**src/rtl/usb4_train_pkg.sv**
```systemverilog
// Shared OS / d_sel encoding, training state enum and state-walk helpers used by
// the lane training sequencer and the data bus transmit/receive blocks.
package usb4_train_pkg;

  localparam logic [3:0] OS_NONE  = 4'd0;
  localparam logic [3:0] OS_SLOS1 = 4'd1;
  localparam logic [3:0] OS_SLOS2 = 4'd2;
  localparam logic [3:0] OS_TS1   = 4'd3;
  localparam logic [3:0] OS_TS2   = 4'd4;
  localparam logic [3:0] OS_DATA  = 4'd8;

  typedef enum logic [2:0] {
    ST_IDLE  = 3'd0,
    ST_SLOS1 = 3'd1,
    ST_SLOS2 = 3'd2,
    ST_TS1   = 3'd3,
    ST_TS2   = 3'd4,
    ST_CL0   = 3'd5
  } train_state_t;

  function automatic train_state_t next_state_of(input train_state_t s);
    case (s)
      ST_SLOS1: return ST_SLOS2;
      ST_SLOS2: return ST_TS1;
      ST_TS1:   return ST_TS2;
      ST_TS2:   return ST_CL0;
      default:  return s;
    endcase
  endfunction

  function automatic logic [3:0] os_code(input train_state_t s);
    case (s)
      ST_SLOS1: return OS_SLOS1;
      ST_SLOS2: return OS_SLOS2;
      ST_TS1:   return OS_TS1;
      ST_TS2:   return OS_TS2;
      ST_CL0:   return OS_DATA;
      default:  return OS_NONE;
    endcase
  endfunction

  // The partner lane may be one training state ahead; nothing follows TS2 on the wire.
  function automatic logic [3:0] succ_os(input train_state_t s);
    if (s == ST_TS2) return OS_NONE;
    return os_code(next_state_of(s));
  endfunction

endpackage

```
**src/rtl/lane_os_counter.sv**
```systemverilog
// Per-lane count of consecutive accepted ordered sets, saturating at RX_MIN.
module lane_os_counter
  import usb4_train_pkg::*;
#(
  parameter int RX_MIN = 8,
  parameter int CW     = $clog2(RX_MIN + 1)
) (
  input  logic          fsm_clk,
  input  logic          rst,
  input  logic          clear,
  input  logic [3:0]    expected,
  input  logic [3:0]    successor,
  input  logic [3:0]    os_in,
  output logic [CW-1:0] cnt
);

  localparam logic [CW-1:0] CNT_MAX = CW'(RX_MIN);

  always_ff @(posedge fsm_clk) begin
    if (rst || clear) begin
      cnt <= '0;
    end else if (os_in != OS_NONE) begin
      if (os_in == expected || os_in == successor) begin
        if (cnt < CNT_MAX) cnt <= cnt + CW'(1);
      end else begin
        cnt <= '0;
      end
    end
  end

endmodule

```
**src/rtl/lane_training_sequencer.sv**
```systemverilog
// Walks the dual-lane bus through SLOS1 -> SLOS2 -> TS1 -> TS2 -> CL0 on OS counts,
// dropping back to IDLE on abort (start low) or on a per-state timeout.
module lane_training_sequencer
  import usb4_train_pkg::*;
#(
  parameter int TX_MIN      = 16,
  parameter int RX_MIN      = 8,
  parameter int TIMEOUT_CYC = 4096
) (
  input  logic       fsm_clk,
  input  logic       rst,
  input  logic       start,
  input  logic       os_sent,
  input  logic [3:0] os_in_l0,
  input  logic [3:0] os_in_l1,
  output logic [3:0] d_sel,
  output logic       data_os,
  output logic       lane_rx_on,
  output logic       training_done,
  output logic       training_err,
  output logic [2:0] state
);
  // state | meaning
  // IDLE  | lanes off, waiting for start
  // SLOS1 | sending/receiving SLOS1
  // SLOS2 | sending/receiving SLOS2
  // TS1   | sending/receiving TS1
  // TS2   | sending/receiving TS2
  // CL0   | trained, transport data flows

  localparam int TXW = $clog2(TX_MIN + 1);
  localparam int RXW = $clog2(RX_MIN + 1);
  localparam int TMW = $clog2(TIMEOUT_CYC);
  localparam logic [TXW-1:0] TX_FULL  = TXW'(TX_MIN);
  localparam logic [RXW-1:0] RX_FULL  = RXW'(RX_MIN);
  localparam logic [TMW-1:0] TMO_LAST = TMW'(TIMEOUT_CYC - 1);

  train_state_t cur, nxt;
  logic [TXW-1:0] tx_cnt;
  logic [RXW-1:0] rx_cnt_l0, rx_cnt_l1;
  logic [TMW-1:0] tmo_cnt;
  logic training, advance, tmo_fire, xfer, cnt_clear;

  assign training  = (cur inside {ST_SLOS1, ST_SLOS2, ST_TS1, ST_TS2});
  assign advance   = (tx_cnt >= TX_FULL) && (rx_cnt_l0 >= RX_FULL) && (rx_cnt_l1 >= RX_FULL);
  assign xfer      = (nxt != cur);
  assign cnt_clear = xfer || !training;

  always_ff @(posedge fsm_clk) begin
    if (rst) cur <= ST_IDLE;
    else     cur <= nxt;
  end

  // Abort beats advance, and advance beats timeout.
  always_comb begin
    nxt      = cur;
    tmo_fire = 1'b0;
    case (cur)
      ST_IDLE: if (start) nxt = ST_SLOS1;
      ST_CL0:  if (!start) nxt = ST_IDLE;
      default: begin
        if (!start) begin
          nxt = ST_IDLE;
        end else if (advance) begin
          nxt = next_state_of(cur);
        end else if (tmo_cnt == TMO_LAST) begin
          nxt      = ST_IDLE;
          tmo_fire = 1'b1;
        end
      end
    endcase
  end

  always_ff @(posedge fsm_clk) begin
    if (rst || cnt_clear) begin
      tx_cnt  <= '0;
      tmo_cnt <= '0;
    end else begin
      tmo_cnt <= tmo_cnt + TMW'(1);
      if (os_sent && tx_cnt < TX_FULL) tx_cnt <= tx_cnt + TXW'(1);
    end
  end

  lane_os_counter #(.RX_MIN(RX_MIN), .CW(RXW)) u_cnt_l0 (
    .fsm_clk   (fsm_clk),
    .rst       (rst),
    .clear     (cnt_clear),
    .expected  (os_code(cur)),
    .successor (succ_os(cur)),
    .os_in     (os_in_l0),
    .cnt       (rx_cnt_l0)
  );

  lane_os_counter #(.RX_MIN(RX_MIN), .CW(RXW)) u_cnt_l1 (
    .fsm_clk   (fsm_clk),
    .rst       (rst),
    .clear     (cnt_clear),
    .expected  (os_code(cur)),
    .successor (succ_os(cur)),
    .os_in     (os_in_l1),
    .cnt       (rx_cnt_l1)
  );

  always_ff @(posedge fsm_clk) begin
    if (rst) begin
      d_sel         <= OS_NONE;
      data_os       <= 1'b1;
      lane_rx_on    <= 1'b0;
      training_done <= 1'b0;
      training_err  <= 1'b0;
    end else begin
      d_sel         <= os_code(cur);
      data_os       <= (cur != ST_CL0);
      lane_rx_on    <= (cur != ST_IDLE);
      training_done <= (cur == ST_CL0);
      training_err  <= tmo_fire;
    end
  end

  assign state = cur;

endmodule
```
**config.mk**
```make
export PLATFORM = sky130hd
export DESIGN_NAME = lane_training_sequencer
export DESIGN_NICKNAME = d
export VERILOG_FILES = /design/src/rtl/usb4_train_pkg.sv /design/src/rtl/lane_os_counter.sv /design/src/rtl/lane_training_sequencer.sv
export SDC_FILE = /design/constraint.sdc
export NUM_CORES = 1
export LEC_CHECK = 0
export CAP_MARGIN = 20
export CELL_PAD_IN_SITES_DETAIL_PLACEMENT = 1
export CELL_PAD_IN_SITES_GLOBAL_PLACEMENT = 1
export CORE_MARGIN = 10
export CORE_UTILIZATION = 30
export CTS_CLUSTER_SIZE = 12
export DETAILED_ROUTE_END_ITERATION = 7
export PLACE_DENSITY = 0.58
export SKIP_CTS_REPAIR_TIMING = 1
export SLEW_MARGIN = 40
export SYNTH_ARGS = -nofsm -noshare
export SYNTH_HDL_FRONTEND = slang
export SYNTH_HIERARCHICAL = 1
export SYNTH_SLANG_ARGS = --single-unit
export TNS_END_PERCENT = 30
```
**constraint.sdc**
```tcl
create_clock -name fsm_clk -period 2.4 [get_ports fsm_clk]
set_input_delay 0.48 -clock fsm_clk [delete_from_list [all_inputs] [get_ports fsm_clk]]
set_output_delay 0.48 -clock fsm_clk [all_outputs]
set_load 0.1 [all_outputs]
```
* Word level (Yosys, flattened, before mapping)
Cells that the tools add are included.
Cells by class: add/subtract/negate cells 4, order comparisons 6, eq/ne operators 19, muxes and demuxes 18, bitwise logic cells 1, reduce and logical (&&, ||, !) cells 16
Operators by type and width (count):
- 4-bit case mux with 5 select lines | 2
- 4-bit 2-to-1 mux | 6
- 3-bit 2-to-1 mux | 6
- 4-bit equality test | 4
- 12-bit by 1-bit adder with 12-bit output (second input constant) | 1
- 12-bit equality test (second input constant) | 1
- 3-bit by 2-bit equality test with 1-bit output (second input constant) | 4
- 3-bit equality test (second input constant) | 4
- 3-bit case mux with 4 select lines | 1
- 4-bit nonzero test | 3
- 4-bit by 1-bit adder with 4-bit output (second input constant) | 2
- 4-bit >= comparator (second input constant) | 2
- 4-bit less-than comparator (second input constant) | 2
- 3-bit by 1-bit equality test with 1-bit output (second input constant) | 2
- 3-bit case mux with 2 select lines | 1
- 5-bit by 1-bit adder with 5-bit output (second input constant) | 1
- 5-bit >= comparator (second input constant) | 1
- 5-bit less-than comparator (second input constant) | 1
- 5-bit OR reduction | 1
- 1-bit logical OR | 4
- 2-bit != test (second input constant) | 2
- 2-bit AND reduction | 2
- 1-bit logical AND | 3
- 3-bit zero test | 1
- 6 further kinds | 7
Storage, ports and cells: register bits 36, input port bits 12, output and inout port bits 11

* Depth between registers and ports, before layout
Gate-level depths: netlist of the first run.
depth after elaboration 10, depth in mapped cells 8

* By module
The synthesis of the first run kept the hierarchy.
By module, submodules not included:
- lane_training_sequencer | times used 1, cells each 128, area each 1184.9 um^2, seq. area each 560.5 um^2
- lane_os_counter | times used 2, cells each 31, area each 289.0 um^2, seq. area each 80.1 um^2

* Least setup slack after synthesis of the first run
OpenSTA, ideal clock, no wires.
path kind register to register, from register cur[1], in the netlist state[1], to register u_cnt_l0.cnt[2], library setup time 0.059 ns, arrival 2.683 ns, required time 2.341 ns, slack -0.342 ns, cell stages (with the launch flop) 9, buffers on the path 1, clock period less this slack 2.742 ns, cell sequence dfxtp_1 buf_2 xnor2_1 nor2_1 xor2_1 nor4_2 a41oi_1 or4_1 nand2_1
On the way: longest elaborated chain between the ends 10
RTL lines:
- start, declared | line lane_training_sequencer.sv:38 | train_state_t cur, nxt;
- start signal, assigned | line lane_training_sequencer.sv:51 | else cur <= nxt;
- 3-bit equality test (tied with other cells)
- 3-bit case mux with 4 select lines | line usb4_train_pkg.sv:22 | case (s)
- 3-bit 2-to-1 mux | line usb4_train_pkg.sv:45 | return os_code(next_state_of(s));
- 3-bit equality test (tied with other cells) | line usb4_train_pkg.sv:32 | case (s)
- 4-bit case mux with 5 select lines | line usb4_train_pkg.sv:32
- 4-bit 2-to-1 mux | line usb4_train_pkg.sv:45
- 4-bit equality test | line lane_os_counter.sv:23 | if (os_in == expected || os_in == successor) begin
- 1-bit logical OR | line lane_os_counter.sv:23
- 2-bit != test (no line)
- 2-bit AND reduction (no line)
- end signal, assigned | line lane_os_counter.sv:24 | if (cnt < CNT_MAX) cnt <= cnt + CW'(1);
- end, declared | line lane_os_counter.sv:14 | output logic [CW-1:0] cnt
Several ways; a longest one is shown, not always the timed one. The select of a mux whose other input is x is not followed. A chain may end at the register's enable or synchronous reset.

* Worst setup path after layout of the first run
from register cur[0], in the netlist state[0], to register u_cnt_l0.cnt[0]
The elaborated chain is that of the path after synthesis.

==> metrics.cfg, run 1 <==
[drt]
wl_per_cell_um=15.78
vias=1478
antenna_left=0
drt-pass1-iter-count=4
drc_errors=0
drt_iter0_drc=37
routed_wirelength_um=4593
viasPerCell=5.079

[floorplan]
die_w_um=96.66
num_rows=27
ios=23
core-area_um2=5608
die_area_um2=9343
die_y_um=96.66
start_util=0.3144

[hold_path]
hp-class=register to register
whs_path_depth=1
hold_start=tmo_cnt[0]
hold_path_end=tmo_cnt[0]

[clocking]
clockBufferDepth=2
insertion_delay_ns=0.29
clk_pin_slew_ns=0.08
clock_sinks=36
cts_tree=done
cts_buffers=5
cts.htree.levels=2
clock_tree.root_cell=clkbuf_8

[final_layout]
antenna_cells=0
layout-drive-gt1-share=0.1644
area_delta_synth_final_pct=22.64
final_nets=234

[power]
leakage_nw=0.7943
power_density_nw_per_um2=576.6
ir_worst_vdd_mv=0.2773

[critical_path]
crit_start=state[0]
path_max_fanout=12
arrival_ns=2.33
critPathRequiredTime_ns=2.59
reg2reg_depth=7
reg2reg_slack_ns=0.26
r2r-start=state[0]
r2r-end=u_cnt_l0/cnt[0]
crit_path_start_kind=register
worst-setup-path-type=register to register
end_kind=register

[global_route]
grt_pass1_wl_um=7638
track_usage=0.09580
grt_max_degree=18
grt_pass1_vias=1585
gr-total-overflow=0
antenna_found_initial=0

[placement]
io_buffers=22
place_hpwl_um=3604
gp_congestion=0.8393

[synth]
avgSynthCellArea_um2=9.279
seq_area_frac_synth=0.4088
synthDistinctLibCells=42
post-synth-top-area-fraction=0.4088
netlist_instances=190
syn_area_um2=1763
yosysTopAreaCell=dfxtp_1
synthTopCellsByArea=dfxtp_1 (41%), xor2_1 (9.4%), xnor2_1 (5.5%), nor2_1 (5.3%), ha_1 (2.8%)
ys_warn_count=6
syn-num-nets=206
ys_ff_latch=36

[sta]
setup_viol=0
slew_headroom=0.5510
slew_violations=0
fmax_mhz=466.6
whs_ns=0.4697
rsz0062_at_grt=no
finClkSkew_ns=0.008661
final-hold-violation-count=0
period_share=0.8931
worstMarginPinSlew_ns=0.6734
fin_crit_ns=2.143
setup_tns_ns=0

[run]
drv_cap=0

[outcome]
status=finished, final reports clean

[synthesized netlist by cell type, drive strengths merged]
cell type and count:
and3 2, nor3b 2, mux2 2, and2 1
mux2i 1, buf 4, xor2 19, a21oi 3
o21a 1, o21ai 4, nor2b 4, nand2 12
and4 3, o21bai 2, a2111oi 2, ha 4
a21o 1, a41oi 5, nand4 4, a2bb2oi 2
or2 1, inv 3, and2b 1, a31oi 1
or4 4, nor4 3, nor2 25, a22o 2
or3 1, nand3 10, xnor2 11, dfxtp 36
o211ai 1, nand2b 4, nor3 9
[per-layer routing]
| metal | vias up | track usage | wire length [µm] |
|---|---|---|---|
| li1 | 730 | - | - |
| met1 | 729 | 0.09775 | 1944 |
| met3 | 5 | 0.02768 | 123 |
| met2 | 14 | 0.1840 | 2481 |
| met5 | - | 0 | 0 |
| met4 | 0 | 0.02368 | 44 |
[stage by stage]
| stage | cell area (µm²) | total power (W) | utilization | worst slack [ns] | std cells |
|---|---|---|---|---|---|
| after floorplan | 1767 | 0.0006779 | - | 0.04511 | 190 |
| after global placement | 2043 | 0.0007148 | 0.3643 | 0.2063 | 283 |
| after detailed placement | 2043 | 0.0007193 | 0.3643 | 0.08390 | 283 |
| after CTS | 2155 | 0.001261 | 0.3842 | 0.2023 | 291 |
| after global routing | 2162 | 0.001301 | 0.3855 | 0.06401 | 291 |
| final | 2162 | 0.001247 | 0.3855 | 0.2566 | 291 |
[placed cells by master, fill, tap and decap left out, drive strengths merged, types with 9 or more instances in the layout]
| cell | Yosys | routed |
|---|---|---|
| xnor2 | 11 | 11 |
| nor3 | 9 | 9 |
| dfxtp | 36 | 36 |
| nand3 | 10 | 10 |
| buf | 4 | 14 |
| clkdlybuf4s50 | 0 | 11 |
| nand2 | 12 | 12 |
| nor2 | 25 | 25 |
| xor2 | 19 | 19 |
[cell families after synthesis]
kind of cell	Yosys count	synth area share
AOI/OAI and AO/OA	24	0.1015
muxes	3	0.01845
DFF	36	0.4088
adders and majority gates	4	0.02839
buffers and inverters	7	0.02271
xor gates and xnor gates	30	0.1490
and+or+nand+nor	86	0.2711
[worst max-delay path: stages (launching register included)]
cell      delay [ns]
dfxtp_2         0.49
and2b_1         0.29
and2_1          0.21
xor2_1          0.21
nor4_2          0.05
a41oi_1         0.33
o21bai_1        0.18
mux2_2          0.28
[state kept, by name, summed over array words and instances, names as in the netlist]
register / flops
tx_cnt: 5
data_os: 1
state: 3
d_sel: 4
u_cnt_l1/cnt: 4
training_done: 1
u_cnt_l0/cnt: 4
lane_rx_on: 1
training_err: 1
tmo_cnt: 12
[how the worst max path moves through the flow]
stage / endpoint / depth (start not counted) / slack (ns)
after detailed placement: u_cnt_l1/cnt[3] / 5 / 0.08
after global routing: u_cnt_l0/cnt[0] / 7 / 0.06
after global placement: u_cnt_l1/cnt[2] / 6 / 0.21
after CTS: u_cnt_l1/cnt[0] / 7 / 0.20
after floorplan: u_cnt_l0/cnt[2] / 8 / 0.05
final: u_cnt_l0/cnt[0] / 7 / 0.26
[power by group]
| group | internal, W | total [W] | switching (W) |
|---|---|---|---|
| Combinational | 0.0000419 | 0.000100 | 0.0000584 |
| Clock | 0.000308 | 0.000541 | 0.000233 |
| Sequential | 0.000600 | 0.000605 | 0.00000521 |
[cell type report]
class / count / area, µm²
clock buffers: 5 / 68.82
clock inverters: 3 / 42.54
fillers: 685 / 3446
inverters: 3 / 11.26
multi-input cells: 147 / 1010
flip-flops and latches: 36 / 724.4
well taps: 72 / 90.09
repair buffers: 25 / 215.2
Note: power is estimated with default switching activity, not from simulation.
==> run 2, diff against run 1 <==
--- a/config.mk
+++ b/config.mk
@@ -8,11 +8,12 @@
 export CAP_MARGIN = 20
 export CELL_PAD_IN_SITES_DETAIL_PLACEMENT = 1
 export CELL_PAD_IN_SITES_GLOBAL_PLACEMENT = 1
+export CORE_ASPECT_RATIO = 2
 export CORE_MARGIN = 10
 export CORE_UTILIZATION = 30
 export CTS_CLUSTER_SIZE = 12
 export DETAILED_ROUTE_END_ITERATION = 7
-export PLACE_DENSITY = 0.58
+export PLACE_DENSITY = 0.6
 export SKIP_CTS_REPAIR_TIMING = 1
 export SLEW_MARGIN = 40
 export SYNTH_ARGS = -nofsm -noshare
==> constraint.sdc (replaced) <==
create_clock -name fsm_clk -period 1.86 [get_ports fsm_clk]
set_input_delay 0.372 -clock fsm_clk [delete_from_list [all_inputs] [get_ports fsm_clk]]
set_output_delay 0.372 -clock fsm_clk [all_outputs]
set_load 0.1 [all_outputs]
==> run 2 against run 1 <==
The flow now finishes with violations (negative setup slack). Total power increased by 42%. Final cell count increased by 12%. First-iteration DRC count increased by 19%. Register-to-register slack got worse by 0.29 ns. Non-clock buffer count increased by 47. Worst hold slack improved by 0.035 ns. Sequential share of layout area decreased by 6.5 points. Global-route usage increased by 1.2 points. Clock power increased by 49%. Via count increased by 12%. Clock skew decreased by 0.0048 ns. Largest cell class unchanged. Die area increased by 2.0%.
==> metrics.cfg, run 2 (same netlist as run 1, synthesis figures left out) <==
[outcome]
status=finished, violations left
violations=negative setup slack

[final_layout]
layout-drive-gt1-share=0.3910  ; +0.2266
largest-register=tmo_cnt
final_cell_area_um2=2713  ; +25%
layout_common_cells=buf_4 (58), dfxtp_1 (33), nor2_1 (20)
largest_reg_flops=12  ; unchanged
final_common_cell=buf_4
area_delta_synth_final_pct=53.87
multi_input_area_um2=1151  ; +14%
seq_area_um2=732.0  ; +1.0%
antenna_cells=0  ; unchanged
fin_cells=327  ; +12%
final_nets=281  ; +20%
utilization=0.4751  ; +0.08958
fillCellCount=671  ; -2.0%
reg_top3=tmo_cnt (12), tx_cnt (5)

[power]
ir_worst_vdd_mv=0.5798  ; +110%
power_density_nw_per_um2=651.2  ; +13%
leakage_nw=1.068  ; +34%

[drt]
drt-pass1-iter-count=4  ; unchanged
vias=1652  ; +12%
viasPerCell=5.052  ; -0.53%
antenna_left=0  ; unchanged
drc_errors=0  ; unchanged
drt_iter0_drc=44  ; +19%
wl_per_cell_um=14.97  ; -5.2%
routed_wirelength_um=4895  ; +6.6%

[clocking]
clock_sinks=36  ; unchanged
clk_pin_slew_ns=0.05  ; -0.03 ns
cts_buffers=5  ; unchanged
cts_tree=done
clock_tree.root_cell=clkbuf_16
insertion_delay_ns=0.28  ; about the same
clockBufferDepth=2  ; unchanged
cts.htree.levels=2  ; unchanged

[critical_path]
r2r-start=state[2]
crit_buf_inv=3  ; +3
critPathSlowestCell=a41oi_2
reg2reg_depth=8  ; +1
path_max_fanout=8  ; -4
r2r-end=u_cnt_l0/cnt[0]
critPathTopFamily=compound AO/OA/AOI/OAI gates
crit_path_start_kind=register
end_kind=register
cpMostUsedCell=buf_4
worst-setup-path-type=register to register
slowest_delay_ns=0.38  ; -0.11 ns
reg2reg_slack_ns=-0.03  ; -0.29 ns
critPathRequiredTime_ns=2.03  ; -0.56 ns
crit_chain=nand2b_4 > buf_4 > buf_4 > inv_2 > xnor2_1 > a41oi_2 > o21bai_1 > mux2_4
arrival_ns=2.06  ; -0.27 ns
crit_start=state[2]

[hold_path]
hold_start=tmo_cnt[11]
whs_path_depth=2  ; +1
hold_path_end=tmo_cnt[11]
hp-class=register to register

[sta]
final-hold-violation-count=0  ; unchanged
slew_violations=0  ; unchanged
fin_crit_ns=1.893  ; -0.2505 ns
setup_tns_ns=-0.05935  ; -0.05935 ns
slew_headroom=0.6886  ; +0.1376
final.setup.worst_slack_ns=-0.03285  ; -0.2895 ns
whs_ns=0.5045  ; +0.03480 ns
setup_viol=3  ; +3
period_share=1.018  ; +0.1246
fmax_mhz=528.3  ; +13%
finClkSkew_ns=0.003875  ; -0.004787 ns
worstMarginPinSlew_ns=0.4654  ; -0.2081 ns
rsz0062_at_grt=yes

[global_route]
gr-total-overflow=0  ; unchanged
antenna_found_initial=0  ; unchanged
track_usage=0.1078  ; +0.01201
grt_max_degree=18  ; unchanged
grt_pass1_wl_um=7948  ; +4.1%
grt_pass1_vias=1729  ; +9.1%

[placement]
dp_cells=310  ; +9.5%
gp_congestion=0.8098  ; -3.5%
io_buffers=22  ; unchanged
place_hpwl_um=3795  ; +5.3%
dpl_cell_area_um2=2379  ; +16%

[run]
drv_cap=0  ; unchanged

[floorplan]
die_y_um=128.4  ; +33%
core-area_um2=5709  ; +1.8%
start_util=0.3088  ; -0.005581
die_area_um2=9529  ; +2.0%
die_w_um=74.21  ; -23%
num_rows=39  ; +44%
ios=23  ; unchanged

run 2: tightest hold or removal path, cell delays in order, from the launching register on:
cell and delay [ns]:
dfxtp_1 0.32, o21ai_0 0.08, a21oi_1 0.06
run 2: routing by layer:
metal  part of all wire  vias to the layer above  GRT usage
met5                  0                        -          0
met4              0.038                        0    0.07938
met3              0.042                       11    0.02463
met2               0.60                       25     0.2011
met1               0.32                      800    0.09331
li1                   -                      816          -
run 2: layout make-up:
cell class,count,share of cell area
Tap cell,61,0.02814
Timing Repair Buffer,72,0.2232
Inverter,3,0.004151
Clock inverter,1,0.001384
Multi-Input combinational cell,147,0.4244
Sequential cell,36,0.2698
Clock buffer,7,0.04889
run 2: how the worst max path moves through the flow:
| stage | endpoint | slack (ns) | depth (start not counted) |
|---|---|---|---|
| floorplan | u_cnt_l0/cnt[2] | -0.20 | 8 |
| global placement | u_cnt_l1/cnt[0] | -0.24 | 5 |
| detailed placement | u_cnt_l0/cnt[0] | -0.30 | 5 |
| CTS | u_cnt_l0/cnt[2] | -0.08 | 8 |
| global route | u_cnt_l1/cnt[2] | -0.11 | 7 |
| finish | u_cnt_l0/cnt[0] | -0.03 | 8 |
run 2: power breakdown:
part / switching, W / internal [W] / leakage, nW
clock: 0.000312 / 0.000493 / 0.0655
combinational: 0.0000943 / 0.0000897 / 0.710
sequential: 0.00000465 / 0.000773 / 0.293
total: 0.000411 / 0.00135 / 1.07
run 2: per-stage QoR:
stage | setup WS, ns | total power [W]
after floorplan | -0.1997 | 0.0008763
after global placement | -0.2350 | 0.0009538
after detailed placement | -0.3013 | 0.0009555
after CTS | -0.08435 | 0.001775
after global routing | -0.1134 | 0.001828
final | -0.03285 | 0.001766
